--- config.mk ---
export PLATFORM = sky130hd
export DESIGN_NAME = pipe_reg_de
export DESIGN_NICKNAME = d
export VERILOG_FILES = /design/src/rtl/pipe_reg_de.sv
export SDC_FILE = /design/constraint.sdc
export NUM_CORES = 1
export LEC_CHECK = 0
export BUFFER_PORTS_ARGS = -buffer_cell sky130_fd_sc_hd__buf_2
export CAP_MARGIN = 0
export CORE_AREA = 2 2 163 165
export DETAILED_ROUTE_END_ITERATION = 6
export DIE_AREA = 0 0 165 167
export PLACE_DENSITY = 0.62
export SLEW_MARGIN = 20
export SYNTH_ARGS = -nofsm -noshare
export SYNTH_HDL_FRONTEND = slang
export SYNTH_SLANG_ARGS = --single-unit
--- constraint.sdc ---
create_clock -name clk -period 1.99 [get_ports clk]
set_input_delay 0.398 -clock clk [delete_from_list [all_inputs] [get_ports clk]]
set_output_delay 0.398 -clock clk [all_outputs]
set_load 0.02 [all_outputs]
--- src/rtl/pipe_reg_de.sv ---
// Decode-to-Execute pipeline register with W-stage write capture on the operands.
// Latency 1 cycle; hold freezes E (operand capture still active), clr loads a bubble.
module pipe_reg_de #(
  parameter int DW = 32,
  parameter int RW = 5
) (
  input  logic          clk,
  input  logic          rst_n,
  input  logic          clr,
  input  logic          hold,
  input  logic [DW-1:0] pc_D,
  input  logic [DW-1:0] instr_D,
  input  logic [DW-1:0] rs_data_D,
  input  logic [DW-1:0] rt_data_D,
  input  logic [DW-1:0] imm_ext_D,
  input  logic [RW-1:0] rs_D,
  input  logic [RW-1:0] rt_D,
  input  logic [RW-1:0] wreg_D,
  input  logic          regw_D,
  input  logic          memtoreg_D,
  input  logic          memw_D,
  input  logic          memr_D,
  input  logic          jjal_D,
  input  logic          alu_src_D,
  input  logic [3:0]    alu_op_D,
  input  logic [2:0]    T_new_D,
  input  logic          valid_D,
  input  logic          regw_W,
  input  logic [RW-1:0] wreg_W,
  input  logic [DW-1:0] wdata_W,
  output logic [DW-1:0] pc_E,
  output logic [DW-1:0] instr_E,
  output logic [DW-1:0] rs_data_E,
  output logic [DW-1:0] rt_data_E,
  output logic [DW-1:0] imm_ext_E,
  output logic [RW-1:0] rs_E,
  output logic [RW-1:0] rt_E,
  output logic [RW-1:0] wreg_E,
  output logic          regw_E,
  output logic          memtoreg_E,
  output logic          memw_E,
  output logic          memr_E,
  output logic          jjal_E,
  output logic          alu_src_E,
  output logic          valid_E,
  output logic [3:0]    alu_op_E,
  output logic [2:0]    T_new_E
);

  typedef struct packed {
    logic [DW-1:0] pc;
    logic [DW-1:0] instr;
    logic [DW-1:0] rs_data;
    logic [DW-1:0] rt_data;
    logic [DW-1:0] imm_ext;
    logic [RW-1:0] rs;
    logic [RW-1:0] rt;
    logic [RW-1:0] wreg;
    logic          regw;
    logic          memtoreg;
    logic          memw;
    logic          memr;
    logic          jjal;
    logic          alu_src;
    logic          valid;
    logic [3:0]    alu_op;
    logic [2:0]    t_new;
  } de_t;

  de_t de_q, de_d;

  // $0 is hard-wired, so a W write to index 0 never counts as a hit.
  logic w_act;
  logic rs_hit_ld, rt_hit_ld, rs_hit_hd, rt_hit_hd;

  assign w_act     = regw_W && (wreg_W != '0);
  assign rs_hit_ld = w_act && (wreg_W == rs_D);
  assign rt_hit_ld = w_act && (wreg_W == rt_D);
  assign rs_hit_hd = w_act && (wreg_W == de_q.rs) && de_q.valid;
  assign rt_hit_hd = w_act && (wreg_W == de_q.rt) && de_q.valid;

  always_comb begin
    de_d = de_q;
    if (clr) begin
      de_d = '0;
    end else if (hold) begin
      if (rs_hit_hd) de_d.rs_data = wdata_W;
      if (rt_hit_hd) de_d.rt_data = wdata_W;
    end else begin
      de_d.pc       = pc_D;
      de_d.instr    = instr_D;
      de_d.rs_data  = rs_hit_ld ? wdata_W : rs_data_D;
      de_d.rt_data  = rt_hit_ld ? wdata_W : rt_data_D;
      de_d.imm_ext  = imm_ext_D;
      de_d.rs       = rs_D;
      de_d.rt       = rt_D;
      de_d.wreg     = wreg_D;
      de_d.regw     = regw_D;
      de_d.memtoreg = memtoreg_D;
      de_d.memw     = memw_D;
      de_d.memr     = memr_D;
      de_d.jjal     = jjal_D;
      de_d.alu_src  = alu_src_D;
      de_d.valid    = valid_D;
      de_d.alu_op   = alu_op_D;
      de_d.t_new    = (T_new_D != 3'd0) ? (T_new_D - 3'd1) : 3'd0;
    end
  end

  always_ff @(posedge clk or negedge rst_n) begin
    if (!rst_n) de_q <= '0;
    else        de_q <= de_d;
  end

  assign pc_E       = de_q.pc;
  assign instr_E    = de_q.instr;
  assign rs_data_E  = de_q.rs_data;
  assign rt_data_E  = de_q.rt_data;
  assign imm_ext_E  = de_q.imm_ext;
  assign rs_E       = de_q.rs;
  assign rt_E       = de_q.rt;
  assign wreg_E     = de_q.wreg;
  assign regw_E     = de_q.regw;
  assign memtoreg_E = de_q.memtoreg;
  assign memw_E     = de_q.memw;
  assign memr_E     = de_q.memr;
  assign jjal_E     = de_q.jjal;
  assign alu_src_E  = de_q.alu_src;
  assign valid_E    = de_q.valid;
  assign alu_op_E   = de_q.alu_op;
  assign T_new_E    = de_q.t_new;

endmodule

# Word level (Yosys, flattened, before mapping)
# Cells that the tools add are included.
# totals
ff_bits	189
elab_cells	43
output_inout_bits	189
inputBits	231
# op_classes
n_mux	9
add_sub_neg	1
n_reduce_logical	9
n_eq_ne	7
# ops
op	n
$mux 189	1
$mux 32	4
$mux 64	2
$mux 61	1
$eq 5x5->1	4
$logic_and 1x1->1	7
$ne 3x2->1 const B	2
$reduce_bool 5->1	1
$mux 3	1
$reduce_bool 3->1	1
$sub 3x1->3 const B	1
$ne 2x2->1 const B	1

# Depth between registers and ports, before layout
# Gate-level depths: netlist of the first run.
# depth
depth_word	7
ltp_mapped	7
ltp_nobuf	5

# Worst setup path after synthesis of the first run
# No wires, ideal clock.
# synth_path
path_type	in2reg
from	in wreg_W[0]
to	reg de_q, in the netlist rt_data_E[22]
cell_stages	7
setup_time_ns	0.126
path_buffers	2
setup_slack_ns	0.144
t_arrival_ns	1.720
cell_sequence	buf_4 > xor2_1 > nor4_2 > nand3_2 > buf_6 > and3_1 > a221o_1
# synth_between
elab_chain_cells	6
elab_cells_between_ends	11
cone_classes	3 x eq/ne; 3 x mux; 5 x reduce/logical
# synth_lines
item	line	source
start, declared	29	input logic [RW-1:0] wreg_W,
$reduce_bool 5->1	76	assign w_act = regw_W && (wreg_W != '0);
$logic_and 1x1->1	76	
$logic_and 1x1->1	78	assign rt_hit_ld = w_act && (wreg_W == rt_D);
$mux 32	93	de_d.rt_data = rt_hit_ld ? wdata_W : rt_data_D;
$mux 64	86	end else if (hold) begin
$mux 189	84	if (clr) begin
end signal, assigned	111	if (!rst_n) de_q <= '0;
end signal, assigned	112	else de_q <= de_d;
end, declared	70	de_t de_q, de_d;
# Parallel ways exist; a longest one is shown, timed or not.
# A chain may end at the register's enable or synchronous reset.

# Worst setup path after layout of the first run
# layout_path
from	reg de_q, in the netlist rt_E[2]
to	reg de_q, in the netlist rt_data_E[17]
# layout_between
elab_chain_cells	4
# layout_lines
item	line	source
$eq 5x5->1	80	assign rt_hit_hd = w_act && (wreg_W == de_q.rt) && de_q.valid;
$logic_and 1x1->1 (2 in a row)	80	
$ne 3x2->1 (no line)	n/a	
# No other way between the ends.

==> results of run 1 <==
[path summary, 6_finish.rpt]
path / slack (ns) / cells past startpoint / to / startpoint
max: 0.16 / 6 / rt_data_E[17] / rt_E[2]
min in group asynchronous: 0.45 / 2 / rs_data_E[25] / rst_n
min: 0.20 / 3 / instr_E[0] / instr_D[0]
max reg2reg: 0.16 / 6 / rt_data_E[17] / rt_E[2]
max in group asynchronous: 0.90 / 3 / instr_E[16] / rst_n
min reg2reg: 0.52 / 2 / rs_data_E[0] / rs_data_E[0]
[cell families after synthesis]
kind of cell | synth area share
AOI/OAI and AO/OA | 0.0966
DFF | 0.578
and+or+nand+nor | 0.100
buffers and inverters | 0.0501
xor gates and xnor gates | 0.0214
muxes | 0.154
[flip-flops by register name, indices dropped and copies added (netlist names), 3 cells and up]
| signal | cells |
|---|---|
| T_new_E | 3 |
| alu_op_E | 4 |
| imm_ext_E | 32 |
| instr_E | 32 |
| pc_E | 32 |
| rs_E | 5 |
| rs_data_E | 32 |
| rt_E | 5 |
| rt_data_E | 32 |
| wreg_E | 5 |
[repair_timing]
action                                 4_1_cts  5_1_grt
buffers inserted                             0        0
endpoints found under the hold margin       33        0
hold buffers                                 1        0
[power breakdown]
part           switching [W]  internal, W
registers           0.000130      0.00406
logic               0.000896     0.000614
clock network        0.00173      0.00182
total                0.00276      0.00649
[final cells by class]
type | instances | area, µm² | area share
flip-flops and latches | 189 | 4730 | 0.416
multi-input cells | 434 | 3060 | 0.269
repair buffers | 441 | 2430 | 0.214
clock buffers | 17 | 425 | 0.0374
well taps | 335 | 419 | 0.0368
clock inverters | 15 | 190 | 0.0167
inverters | 31 | 116 | 0.0102
diodes | 1 | 2.50 | 0.000220
[synthesized netlist by cell type]
cell type,number
nand2b_1,1
o22a_1,1
buf_4,1
nand4_1,1
o22ai_2,1
buf_6,8
nand2_1,4
o21ai_1,17
nor3_1,1
buf_2,19
a21oi_1,6
o22ai_1,2
a221o_1,31
nand3_1,2
nand3_2,1
a22oi_1,31
xnor2_1,7
nor2_1,131
a21bo_2,1
a211oi_1,1
o21ai_0,15
nor3_2,2
buf_1,6
dfrtp_1,189
nor2b_1,1
a31oi_1,1
and4_1,1
clkbuf_1,21
nor4_2,2
and4b_1,1
or2_2,2
mux2i_1,126
inv_1,31
xor2_1,13
and3_1,31
[critical path: cells and delay by family, from the launching register on]
kind,cells,cell delay (ns)
AO/OA/AOI/OAI,1,0.27
buffers and inverters,1,0.20
flip-flops,1,0.43
AND/OR/NAND/NOR,3,0.64
XOR/XNOR,1,0.16
[layer usage]
layer	share of wire	wire length [µm]	up-vias
li1	-	-	3266
met4	0.014	362	2
met3	0.082	2130	19
met1	0.40	10500	3386
met2	0.50	13000	304
met5	0.00050	13	-
[metrics by stage]
step | cell area [µm²] | total power [W]
after global routing | 11400 | 0.00968
after CTS | 11400 | 0.00937
after floorplan | 8190 | 0.00504
after global placement | 10800 | 0.00578
final | 11400 | 0.00925
after detailed placement | 10800 | 0.00579
==> reports/qor.txt, run 1 <==
status: completed
Clock transition at path regs: 0.08 ns
via count: 6977
clock sinks: 189
Yosys cell types: 35
placed cell count: 1429
layout cells sized above 1: 0.430
Avg Cell Area, Syn: 11.5 µm²
global-route wire length before repair: 39.4 mm
port bufs: 419
met2 Usage GRT: 0.318
H-tree depth: 4
DRT Wirelength: 26.0 mm
final setup fails: 0
Worst setup EP type: flip-flop
most area-hungry cell type in the Yosys netlist: dfrtp_1
final antenna-violating net count: 0
drc violations: 0
initial drt markers: 460
Power per Cell Area: 813 nW/µm²
HP Class: primary input to flip-flop
WS Path Type: flip-flop to flip-flop
synth warn: 0
hold slack: 0.198 ns
io pins: 420
Max Freq: 548 MHz
CP required: 2.28 ns
Setup TNS: 0 ns
effective utilization at floorplan: 0.318
clk_skew: 0.0177 ns
largest net degree at the start of global routing: 74
Area contributors post-synth: dfrtp_1 (58%), mux2i_1 (15%), nor2_1 (6.0%), a221o_1 (3.8%), a22oi_1 (2.8%)
GRT overflow: 0
global routing usage on met1: 0.225
clock tree buffer depth: 2
first-pass detailed-route iteration total: 5
final worst setup slack: 0.165 ns
area share of the largest cell type after synthesis: 0.578
Max VDD drop: 0.000413 V
Worst-Margin Slew: 0.610 ns
Post-Layout Cell Count: 1463
Horiz. Die Dim: 165 µm
cts repair resizes: 0
Layout area overhead: 39.0%
crit start category: flip-flop
CTS Buf Count: 17
DP Worst Slack: 0.0107 ns
Final #Nets: 1345
GP Congestion: 0.824
maxcap violations: 0
Clock Latency Late Sink: 0.43 ns
Pins Over Slew Limit: 0
Seq/Total Area, Yosys: 0.578
Fill cells: 2492
relative slew slack: 0.593
Gate Count Post-Synth: 709
Final Cycle Share: 0.917
met3 GRT Util: 0.0543
leakage power: 6.51 nW
arrival time worst endpoint: 2.12 ns
unrepaired setup endpoints after global routing: no
most frequent cells in the layout: buf_2 (416), dfrtp_1 (189), nor2_1 (130)
Net Count, Synth: 940
Clock Root Buffer: clkbuf_16
slowest stage delay, CP: 0.43 ns
slowest stage cell, crit path: dfrtp_1
crit-path cells: xor2_1 -> nor4_2 -> nand3_2 -> buf_12 -> and3_1 -> a221o_1
vias per inst: 4.77
post-synthesis cell area: 8190 µm²
Core Footprint: 25800 µm²
die height: 167 µm
drt wl/cell: 17.8 µm
TritonCTS clock tree: yes
synthesis-stage register bit count: 189
Final Hold Fails: 0
initial antenna violation count: 3
dpl hpwl: 19.3 mm
most common cell after layout, fill and taps aside: buf_2
crit path time final: 1.83 ns
Total GRT Usage: 0.184
vias in the first global route: 7029
full die area: 27600 µm²
global route hottest layer: met2
row count: 59
Util after Layout: 0.442
crit path max fanout: 32
(Power assumes the default switching activity.)
==> inputs of run 2 (changes only) <==
--- a/config.mk
+++ b/config.mk
@@ -12,2 +12,4 @@
 export DIE_AREA = 0 0 165 167
+export GPL_ROUTABILITY_DRIVEN = 0
+export GPL_TIMING_DRIVEN = 0
 export PLACE_DENSITY = 0.62
==> constraint.sdc (replaced) <==
create_clock -name clk -period 1.99 [get_ports clk]
set_input_delay 0.199 -clock clk [delete_from_list [all_inputs] [get_ports clk]]
set_output_delay 0.199 -clock clk [all_outputs]
set_load 0.02 [all_outputs]
==> reports/qor.txt, run 2 (synthesized netlist as in run 1, its figures left out) <==
status: completed
H-tree depth: 4 (unchanged)
crit-path cells: xor2_2 -> nor4_4 -> buf_4 -> nand3_4 -> buf_6 -> and3_4 -> a221o_1
FF-to-FF Start: rt_E[1]
slowest stage delay, CP: 0.43 ns (about the same)
effective utilization at floorplan: 0.318 (unchanged)
crit path max fanout: 5 (-84%)
clk_skew: 0.00977 ns (-0.00796 ns)
Critical path origin: rt_E[1]
footprint of the multi-input gates: 3190 µm² (+4.0%)
crit path time final: 1.97 ns (+0.141 ns)
layout cells sized above 1: 0.398 (-0.0328)
dpl hpwl: 21.3 mm (+11%)
arrival time worst endpoint: 2.27 ns (+0.15 ns)
final antenna-violating net count: 0 (unchanged)
Max VDD drop: 0.000629 V (+52%)
WS Path Type: flip-flop to flip-flop
Power Total: 0.00963 W (+4.1%)
Final Cycle Share: 0.988 (+0.0708)
Final #Nets: 1511 (+12%)
slowest stage cell, crit path: dfrtp_1
GRT overflow: 0 (unchanged)
io pins: 420 (unchanged)
min-delay src: imm_ext_D[9]
Clock Root Buffer: clkbuf_16
clock sinks: 189 (unchanged)
final setup fails: 0 (unchanged)
crit start category: flip-flop
final worst setup slack: 0.0238 ns (-0.141 ns)
via count: 7618 (+9.2%)
vias per inst: 4.67 (-2.1%)
TritonCTS clock tree: yes
vias in the first global route: 7872 (+12%)
Worst-Margin Slew: 0.687 ns (+0.0772 ns)
maxcap violations: 0 (unchanged)
most frequent cells in the layout: buf_2 (431), dfrtp_1 (189), nor2_1 (131)
DP Worst Slack: -0.343 ns (-0.354 ns)
Power per Cell Area: 748 nW/µm² (-8.0%)
Layout area overhead: 57.3%
met1 wire length: 11.6 mm (+10%)
top layer in use: met4
HP Class: primary input to flip-flop
unrepaired setup endpoints after global routing: yes
Util after Layout: 0.500 (+0.0584)
Clock transition at path regs: 0.09 ns (about the same)
drt wl/cell: 17.9 µm (+0.54%)
first-pass detailed-route iteration total: 4 (-1)
relative slew slack: 0.542 (-0.0515)
Fill cells: 2365 (-5.1%)
largest net degree at the start of global routing: 79 (+6.8%)
Max Freq: 509 MHz (-7.2%)
Final Hold Fails: 0 (unchanged)
met3 wire length: 1.99 mm (-6.7%)
clock tree buffer depth: 2 (unchanged)
leakage power: 7.08 nW (+8.7%)
sequential cell area: 4730 µm² (unchanged)
Pins Over Slew Limit: 0 (unchanged)
Core Footprint: 25800 µm² (unchanged)
drc violations: 0 (unchanged)
die height: 167 µm (unchanged)
DRT Wirelength: 29.2 mm (+12%)
row count: 59 (unchanged)
initial antenna violation count: 4 (+1)
initial drt markers: 373 (-19%)
CTS Buf Count: 17 (unchanged)
global-route wire length before repair: 43.5 mm (+10%)
Worst setup EP type: flip-flop
WL met2: 14.6 mm (+13%)
port bufs: 413 (-1.4%)
full die area: 27600 µm² (unchanged)
Clock Latency Late Sink: 0.43 ns (about the same)
Total GRT Usage: 0.205 (+0.0206)
Horiz. Die Dim: 165 µm (unchanged)
CP required: 2.29 ns (about the same)
most common cell after layout, fill and taps aside: buf_2
-- run 2: cell count changes in the layout (fill, tap and decap cells not counted), moves of 4 or more --
cell,previous run,this run
dlygate4sd3_1,1,130
clkbuf_1,0,19
and3_1,31,14
and3_4,0,17
buf_2,416,431
buf_12,12,0
buf_6,1,11
buf_1,0,6
buf_4,10,6
o21ai_0,15,11
o21ai_1,17,21
-- run 2: final timing paths --
check                           slack, ns             to  cells past startpoint
min in group asynchronous            0.24  rs_data_E[26]                      2
worst max-delay path                 0.02   rt_data_E[9]                      7
worst min-delay path                 0.02   imm_ext_E[9]                      3
worst min register to register       0.51  rs_data_E[23]                      2
worst max register to register       0.02   rt_data_E[9]                      7
max in group asynchronous            1.03     instr_E[8]                      3
-- run 2: worst max-delay path, delay by kind of cell, from the launching register on --
kind / cells / cell delay (ns)
XOR/XNOR: 1 / 0.17
AO/OA/AOI/OAI: 1 / 0.27
flip-flops: 1 / 0.43
buffers and inverters: 2 / 0.38
AND/OR/NAND/NOR: 3 / 0.59
-- run 2: layout make-up --
class                      instances  area share
clock buffer                      18      0.0333
inverter                          31     0.00903
buffer                            55      0.0235
tap                              335      0.0325
clock inverter                    14      0.0155
multi-input combinational        435       0.247
timing repair buffer             551       0.271
sequential                       189       0.367
antenna                            4    0.000777
-- run 2: metal layers --
metal / vias up / global-route usage
met5: - / 0
met4: 0 / 0.0907
met3: 46 / 0.0511
met2: 310 / 0.356
met1: 3655 / 0.237
li1: 3607 / -
-- run 2: what timing repair did --
item,4_1_cts,5_1_grt
pin swaps,0,7
buffers inserted,0,3
gates cloned,0,4
endpoints found under the setup margin,19,57
hold buffers,128,2
gates resized for setup,2,43
hold endpoints to repair,154,2
-- run 2: power breakdown --
group / internal, W / total, W / leakage (nW) / switching, W
Clock: 0.00194 / 0.00370 / 0.306 / 0.00175
Combinational: 0.000776 / 0.00175 / 4.26 / 0.000969
Sequential: 0.00406 / 0.00419 / 2.51 / 0.000130
Total: 0.00678 / 0.00963 / 7.08 / 0.00285
-- run 2: per-stage QoR --
stage | hold slack (ns) | cells | instance area (µm²) | setup TNS [ns]
final | 0.0160 | 1632 | 12900 | 0
after detailed placement | 0.103 | 1459 | 10700 | -8.82
after floorplan | -0.0966 | 709 | 8190 | 0
after global placement | 0.430 | 1457 | 10700 | -488.24
after global routing | 0.000560 | 1632 | 12900 | -1.03
after CTS | 0.000153 | 1619 | 12700 | 0
